### src/rtl/decode_queue_stage_if.sv
// decode_queue_stage_if: fetch-side and execute-side handshake bundle.
// slave = decode stage view, master = fetch/execute/test view.
interface decode_queue_stage_if #(
  parameter int N_BITS = 32,
  parameter int DEPTH  = 4
);
  logic              in_vld;
  logic              in_rdy;
  logic [N_BITS-1:0] in_instr;
  logic [N_BITS-1:0] in_pc;
  logic              squash;
  logic              out_vld;
  logic              out_rdy;
  logic [N_BITS-1:0] out_pc;
  logic [4:0]        out_rs1;
  logic [4:0]        out_rs2;
  logic [4:0]        out_rd;
  logic [N_BITS-1:0] out_imm;
  logic [3:0]        out_alu_op;
  logic              out_wr_en;
  logic              out_is_load;
  logic              out_is_store;
  logic              out_is_branch;
  logic              out_is_jalr;
  logic              jal_redirect;
  logic [N_BITS-1:0] jal_tgt;
  logic [$clog2(DEPTH):0] occupancy;

  modport slave (
    input  in_vld, in_instr, in_pc,
    input  squash, out_rdy,
    output in_rdy, out_vld, out_pc,
    output out_rs1, out_rs2, out_rd,
    output out_imm, out_alu_op,
    output out_wr_en, out_is_load,
    output out_is_store, out_is_branch,
    output out_is_jalr, jal_redirect,
    output jal_tgt, occupancy
  );

  modport master (
    output in_vld, in_instr, in_pc,
    output squash, out_rdy,
    input  in_rdy, out_vld, out_pc,
    input  out_rs1, out_rs2, out_rd,
    input  out_imm, out_alu_op,
    input  out_wr_en, out_is_load,
    input  out_is_store, out_is_branch,
    input  out_is_jalr, jal_redirect,
    input  jal_tgt, occupancy
  );
endinterface

### src/rtl/decode_queue_stage.sv
// decode_queue_stage: RV32I instruction queue + head decode + load scoreboard.
// Ports: clk, rst (sync, active high), io (decode_queue_stage_if.slave).
module decode_queue_stage #(
  parameter int N_BITS   = 32,
  parameter int DEPTH    = 4,
  parameter int LOAD_LAT = 2
) (
  input logic clk,
  input logic rst,
  decode_queue_stage_if.slave io
);
  localparam int AW = $clog2(DEPTH);
  localparam int CW = $clog2(LOAD_LAT + 1);
  localparam logic [AW:0] FULL = (AW+1)'(DEPTH);

  logic [N_BITS-1:0] instr_q [DEPTH];
  logic [N_BITS-1:0] pc_q    [DEPTH];
  logic [AW:0]       count;
  logic [AW-1:0]     rd_ptr;
  logic [AW-1:0]     wr_ptr;
  logic [CW-1:0]     sb_cnt  [32];

  logic [N_BITS-1:0] h;
  logic [N_BITS-1:0] h_pc;
  logic [6:0]        op;
  logic [2:0]        f3;
  logic              head_present;
  logic is_lui, is_auipc, is_jal, is_jalr;
  logic is_br, is_ld, is_st, is_ri, is_rr;
  logic rs1_vld, rs2_vld, wr_en;
  logic [N_BITS-1:0] imm;
  logic [N_BITS-1:0] imm_i, imm_s, imm_b;
  logic [N_BITS-1:0] imm_u, imm_j;
  logic [3:0]        alu_op;
  logic stall, vld, issue, enq, jal_go, flush;

  assign h            = instr_q[rd_ptr];
  assign h_pc         = pc_q[rd_ptr];
  assign op           = h[6:0];
  assign f3           = h[14:12];
  assign head_present = (count != '0);

  assign is_lui   = (op == 7'b0110111);
  assign is_auipc = (op == 7'b0010111);
  assign is_jal   = (op == 7'b1101111);
  assign is_jalr  = (op == 7'b1100111);
  assign is_br    = (op == 7'b1100011);
  assign is_ld    = (op == 7'b0000011);
  assign is_st    = (op == 7'b0100011);
  assign is_ri    = (op == 7'b0010011);
  assign is_rr    = (op == 7'b0110011);

  assign imm_i = {{21{h[31]}}, h[30:20]};
  assign imm_s = {{21{h[31]}}, h[30:25], h[11:7]};
  assign imm_b = {{20{h[31]}}, h[7], h[30:25],
                  h[11:8], 1'b0};
  assign imm_u = {h[31:12], 12'b0};
  assign imm_j = {{12{h[31]}}, h[19:12], h[20],
                  h[30:21], 1'b0};

  always_comb begin
    imm     = '0;
    rs1_vld = 1'b0;
    rs2_vld = 1'b0;
    wr_en   = 1'b0;
    unique case (1'b1)
      is_lui, is_auipc: begin
        imm   = imm_u;
        wr_en = 1'b1;
      end
      is_jal: begin
        imm   = imm_j;
        wr_en = 1'b1;
      end
      is_jalr, is_ld, is_ri: begin
        imm     = imm_i;
        rs1_vld = 1'b1;
        wr_en   = 1'b1;
      end
      is_br: begin
        imm     = imm_b;
        rs1_vld = 1'b1;
        rs2_vld = 1'b1;
      end
      is_st: begin
        imm     = imm_s;
        rs1_vld = 1'b1;
        rs2_vld = 1'b1;
      end
      is_rr: begin
        rs1_vld = 1'b1;
        rs2_vld = 1'b1;
        wr_en   = 1'b1;
      end
      default: ;
    endcase
  end

  // addi has no subtract form, so bit 30 is an immediate bit there
  always_comb begin
    alu_op = '0;
    if (is_rr)
      alu_op = {h[30], f3};
    else if (is_ri)
      alu_op = {(f3 == 3'b000) ? 1'b0 : h[30], f3};
  end

  assign stall = (rs1_vld && sb_cnt[h[19:15]] != '0) ||
                 (rs2_vld && sb_cnt[h[24:20]] != '0);
  assign vld    = !rst && head_present && !stall &&
                  !io.squash;
  assign issue  = vld && io.out_rdy;
  assign jal_go = issue && is_jal;
  assign flush  = io.squash || jal_go;
  assign enq    = io.in_vld && io.in_rdy && !flush;

  assign io.in_rdy        = !rst && (count < FULL);
  assign io.out_vld       = vld;
  assign io.out_pc        = h_pc;
  assign io.out_rs1       = h[19:15];
  assign io.out_rs2       = h[24:20];
  assign io.out_rd        = h[11:7];
  assign io.out_imm       = imm;
  assign io.out_alu_op    = alu_op;
  assign io.out_wr_en     = wr_en;
  assign io.out_is_load   = is_ld;
  assign io.out_is_store  = is_st;
  assign io.out_is_branch = is_br;
  assign io.out_is_jalr   = is_jalr;
  assign io.jal_redirect  = jal_go;
  assign io.jal_tgt       = h_pc + imm_j;
  assign io.occupancy     = count;

  always_ff @(posedge clk) begin
    if (enq) begin
      instr_q[wr_ptr] <= io.in_instr;
      pc_q[wr_ptr]    <= io.in_pc;
    end
  end

  always_ff @(posedge clk) begin
    if (rst) begin
      count  <= '0;
      rd_ptr <= '0;
      wr_ptr <= '0;
      for (int r = 0; r < 32; r++)
        sb_cnt[r] <= '0;
    end else begin
      for (int r = 1; r < 32; r++) begin
        if (issue && is_ld && h[11:7] == 5'(r))
          sb_cnt[r] <= CW'(LOAD_LAT);
        else if (sb_cnt[r] != '0)
          sb_cnt[r] <= sb_cnt[r] - 1'b1;
      end
      // loads already issued are older, so the
      // scoreboard survives a flush
      if (flush) begin
        count  <= '0;
        rd_ptr <= '0;
        wr_ptr <= '0;
      end else begin
        if (enq)
          wr_ptr <= wr_ptr + 1'b1;
        if (issue)
          rd_ptr <= rd_ptr + 1'b1;
        if (enq && !issue)
          count <= count + 1'b1;
        else if (!enq && issue)
          count <= count - 1'b1;
      end
    end
  end
endmodule

### src/flat_wrapper.sv
// flat-port wrapper written by rule: the top's interface ports become plain ports
module decode_queue_stage_flat 
#(
  parameter int N_BITS   = 32,
  parameter int DEPTH    = 4,
  parameter int LOAD_LAT = 2
)
  (clk, rst, io_in_vld, io_in_instr, io_in_pc, io_squash, io_out_rdy, io_in_rdy, io_out_vld, io_out_pc, io_out_rs1, io_out_rs2, io_out_rd, io_out_imm, io_out_alu_op, io_out_wr_en, io_out_is_load, io_out_is_store, io_out_is_branch, io_out_is_jalr, io_jal_redirect, io_jal_tgt, io_occupancy);
  decode_queue_stage_if #(.N_BITS(N_BITS), .DEPTH(DEPTH)) io_i ();
  input logic clk;
  input logic rst;
  input wire logic [$bits(io_i.in_vld)-1:0] io_in_vld;
  input wire logic [$bits(io_i.in_instr)-1:0] io_in_instr;
  input wire logic [$bits(io_i.in_pc)-1:0] io_in_pc;
  input wire logic [$bits(io_i.squash)-1:0] io_squash;
  input wire logic [$bits(io_i.out_rdy)-1:0] io_out_rdy;
  output wire logic [$bits(io_i.in_rdy)-1:0] io_in_rdy;
  output wire logic [$bits(io_i.out_vld)-1:0] io_out_vld;
  output wire logic [$bits(io_i.out_pc)-1:0] io_out_pc;
  output wire logic [$bits(io_i.out_rs1)-1:0] io_out_rs1;
  output wire logic [$bits(io_i.out_rs2)-1:0] io_out_rs2;
  output wire logic [$bits(io_i.out_rd)-1:0] io_out_rd;
  output wire logic [$bits(io_i.out_imm)-1:0] io_out_imm;
  output wire logic [$bits(io_i.out_alu_op)-1:0] io_out_alu_op;
  output wire logic [$bits(io_i.out_wr_en)-1:0] io_out_wr_en;
  output wire logic [$bits(io_i.out_is_load)-1:0] io_out_is_load;
  output wire logic [$bits(io_i.out_is_store)-1:0] io_out_is_store;
  output wire logic [$bits(io_i.out_is_branch)-1:0] io_out_is_branch;
  output wire logic [$bits(io_i.out_is_jalr)-1:0] io_out_is_jalr;
  output wire logic [$bits(io_i.jal_redirect)-1:0] io_jal_redirect;
  output wire logic [$bits(io_i.jal_tgt)-1:0] io_jal_tgt;
  output wire logic [$bits(io_i.occupancy)-1:0] io_occupancy;
  assign io_i.in_vld = io_in_vld;
  assign io_i.in_instr = io_in_instr;
  assign io_i.in_pc = io_in_pc;
  assign io_i.squash = io_squash;
  assign io_i.out_rdy = io_out_rdy;
  assign io_in_rdy = io_i.in_rdy;
  assign io_out_vld = io_i.out_vld;
  assign io_out_pc = io_i.out_pc;
  assign io_out_rs1 = io_i.out_rs1;
  assign io_out_rs2 = io_i.out_rs2;
  assign io_out_rd = io_i.out_rd;
  assign io_out_imm = io_i.out_imm;
  assign io_out_alu_op = io_i.out_alu_op;
  assign io_out_wr_en = io_i.out_wr_en;
  assign io_out_is_load = io_i.out_is_load;
  assign io_out_is_store = io_i.out_is_store;
  assign io_out_is_branch = io_i.out_is_branch;
  assign io_out_is_jalr = io_i.out_is_jalr;
  assign io_jal_redirect = io_i.jal_redirect;
  assign io_jal_tgt = io_i.jal_tgt;
  assign io_occupancy = io_i.occupancy;
  decode_queue_stage #(.N_BITS(N_BITS), .DEPTH(DEPTH), .LOAD_LAT(LOAD_LAT)) u_core (.clk(clk), .rst(rst), .io(io_i));
endmodule
### config.mk
export PLATFORM = sky130hd
export DESIGN_NAME = decode_queue_stage_flat
export DESIGN_NICKNAME = d
export VERILOG_FILES = /design/src/rtl/decode_queue_stage_if.sv /design/src/rtl/decode_queue_stage.sv /design/src/flat_wrapper.sv
export SDC_FILE = /design/constraint.sdc
export NUM_CORES = 1
export LEC_CHECK = 0
export CAP_MARGIN = 20
export CORE_MARGIN = 2
export CORE_UTILIZATION = 65
export DETAILED_ROUTE_END_ITERATION = 10
export DONT_BUFFER_PORTS = 1
export GPL_TIMING_DRIVEN = 0
export HOLD_SLACK_MARGIN = 0.06
export PLACE_DENSITY = 0.81
export RECOVER_POWER = 25
export SLEW_MARGIN = 10
export SYNTH_ARGS = -nofsm -noshare
export SYNTH_HDL_FRONTEND = slang
export SYNTH_SLANG_ARGS = --single-unit
### constraint.sdc
create_clock -name clk -period 11.6 [get_ports clk]
set_input_delay 2.32 -clock clk [delete_from_list [all_inputs] [get_ports clk]]
set_output_delay 2.32 -clock clk [all_outputs]
set_load 0.005 [all_outputs]
==> impl_metrics.toml <==
[yosys]
synth_area_leader_cell = "edfxtp_1"
yosys.area_share.simple = 0.1080
netlist_instances = 1166
ys_async_sr_fraction = 0
synth_top_cell_area_share = 0.5873
ys_ff_latch = 327
yosysWarnings = 0
synth.distinct_cells = 70
synth_adder_area_share = 0.05325
seq_area_frac_synth = 0.5984
yosys-top-cells-area = "edfxtp_1, mux4_2, ha_1, inv_1, nor3_1"
yosysMostFrequentCell = "edfxtp_1"
synth_top_family_by_area = "simple AND/OR/NAND/NOR gates"
synth_edf_count = 318
synth_common_cells = "edfxtp_1, inv_1, mux4_2"
synth_xor_area_frac = 0.01670
synth_compound_area_frac = 0.08072
syn_area_um2 = 16260
syn_nets = 1303
avgSynthCellArea_um2 = 13.94
ys.flop_type = "edfxtp_1"
synth_mux_area_frac = 0.1064

[min_path]
hold_path_depth = 1
hp-class = "reg -> reg"

[routing]
drt_first_iter_violations = 1150
wirelength_um = 42040
dr.pass1.iters = 5
avgRoutedWirePerCell_um = 26.95
drc = 0
vias_per_cell = 6.879
ant_nets = 0
vias = 10730

[placed_design]
dpl.hpwl_um = 29760
place.gp.congestion = 0.9423
pre_cts_slack_ps = 3665
io_buffers = 0

[cts]
post_cts_buffers = 0
clockBufferDepth = 3
numCtsBuffers = 35
cts_sinks = 327
cts_tree = "done"
path_clk_slew_ps = 60
cts_root_buffer = "clkbuf_16"
cts-hold-fix-buffers = 0
insertion_delay_ps = 530
h-tree-depth = 2
cts_resized = 0

[timing]
final.setup.tns_ps = 0
post-route-period-util = 0.7346
rsz0062_at_grt = "no"
min_period_ps = 8521
fin_ws_ps = 3079
fin_skew_ps = 20.79
finalSetupViolations = 0
max_freq_mhz = 117.4
drv_slew = 0
relSlewSlack = 0.3903
tightest_slew_ps = 891.4
hold_viol = 0

[die]
chipHeight_um = 162.2
start_util = 0.6647
fp.dieArea_um2 = 26300
core_area_um2 = 24460
die_width_um = 162.2
io_pins = 195
fp-row-count = 57

[cells_and_area]
syn_to_final_growth_pct = 10.57
n_fill_cell = 1562
n_antenna_cell = 0
final_nets = 1348
drive_gt1_frac = 0.1432

[power_and_ir_drop]
power_mw = 3.224
pwr_density_cell_nw_per_um2 = 179.3
p_leak_nw = 6.173
vdd_drop_max_v = 0.0001409

[global_routing]
grt_max_degree = 28
first_global_vias = 10830
antenna_found_initial = 0
grt_pass1_wl_um = 63540
gr-total-overflow = 0
grtUsageTotal = 0.3237

[critical_path]
reg2reg_depth = 19
crit_type = "reg -> out"
path_max_fanout = 10
worstPathArrival_ps = 6200
cp-start-kind = "flip-flop"
critPathCaptureType = "output pin"
worstPathRequired_ps = 9280

[outcome]
status = "finished, final reports clean"

[run]
drv_cap = 0
layout make-up:
class	instances	area (um2)	share of cell area
Buffer	54	277.8	0.01545
Inverter	84	316.6	0.01761
Multi-Input combinational cell	701	5966	0.3318
Tap cell	324	405.4	0.02255
Sequential cell	327	9729	0.5412
Timing Repair Buffer	8	167.7	0.009326
Clock buffer	48	934.6	0.05199
Clock inverter	14	181.4	0.01009
per-stage QoR:
stage | cell area [um2] | instances | hold slack, ps | util
finish | 17980 | 1560 | 530.6 | 0.7350
global route | 17980 | 1560 | 548.1 | 0.7350
CTS | 17980 | 1560 | 511.0 | 0.7350
detailed placement | 16860 | 1498 | 525.0 | 0.6893
global placement | 16660 | 1490 | 515.5 | 0.6812
floorplan | 16260 | 1166 | 440.3 | -
critical path, cell delays in order (launching register included):
cell      delay [ps]
dfxtp_1          330
buf_6            180
buf_6            200
buf_4            260
buf_1            650
buf_1            730
mux4_2           660
ha_1             310
fa_1             450
a211oi_1         360
o21a_1           240
o32a_1           250
o221ai_1         220
a31oi_1          330
o21bai_1         110
a21oi_1          190
xnor2_1          180
state kept, by name (all words and copies together) (netlist names), named ones only:
signal,flops
u_core.instr_q,128
u_core.pc_q,128
u_core.sb_cnt,62
u_core.io.occupancy,3
u_core.rd_ptr,2
u_core.wr_ptr,2
per-layer routing:
| metal | GRT usage | vias up | wire, um |
|---|---|---|---|
| li1 | - | 4650 | - |
| met1 | 0.4165 | 5293 | 15260 |
| met2 | 0.5219 | 630 | 20120 |
| met3 | 0.08555 | 158 | 4518 |
| met4 | 0.1492 | 0 | 2147 |
| met5 | 0 | - | 0 |
where the power goes:
part | switching, mW | internal, mW
combinational | 0.337 | 0.267
clock | 0.447 | 0.637
sequential | 0.0786 | 1.46
path summary, 6_finish.rpt:
kind                     from                     end  slack [ps]
max reg2reg         flip-flop  u_core.io.occupancy[2]        6350
min reg2reg  u_core.rd_ptr[1]               flip-flop         530
max                 flip-flop          io_jal_tgt[25]        3080
min          u_core.rd_ptr[1]               flip-flop         530
cells in the final DEF (no fill, tap or decap), types with 8 or more instances in the layout:
master,instances
clkbuf_16,35
dfxtp_1,9
buf_1,8
buf_2,12
nor2_1,64
and3_1,13
or3_1,12
ha_1,66
mux2i_1,12
inv_1,80
or4_1,8
edfxtp_1,318
o21ai_0,20
a21o_1,16
mux4_2,70
xnor2_1,21
o211ai_1,30
nand2b_1,8
nor2b_1,31
a21oi_1,25
nor3_1,55
nand3_1,13
xor2_1,10
nor4_1,24
nand4_1,14
o22ai_1,15
nand2_1,62
clkbuf_1,36
kinds of logic (layout without fill, tap and decap cells):
group	Yosys count	count (layout)
xor+xnor	31	31
mux	85	85
buf+inv	138	208
flops	327	327
compound gates	179	179
fa+ha+maj	68	68
simple gates	338	338
Note: power is estimated with default switching activity, not from simulation.
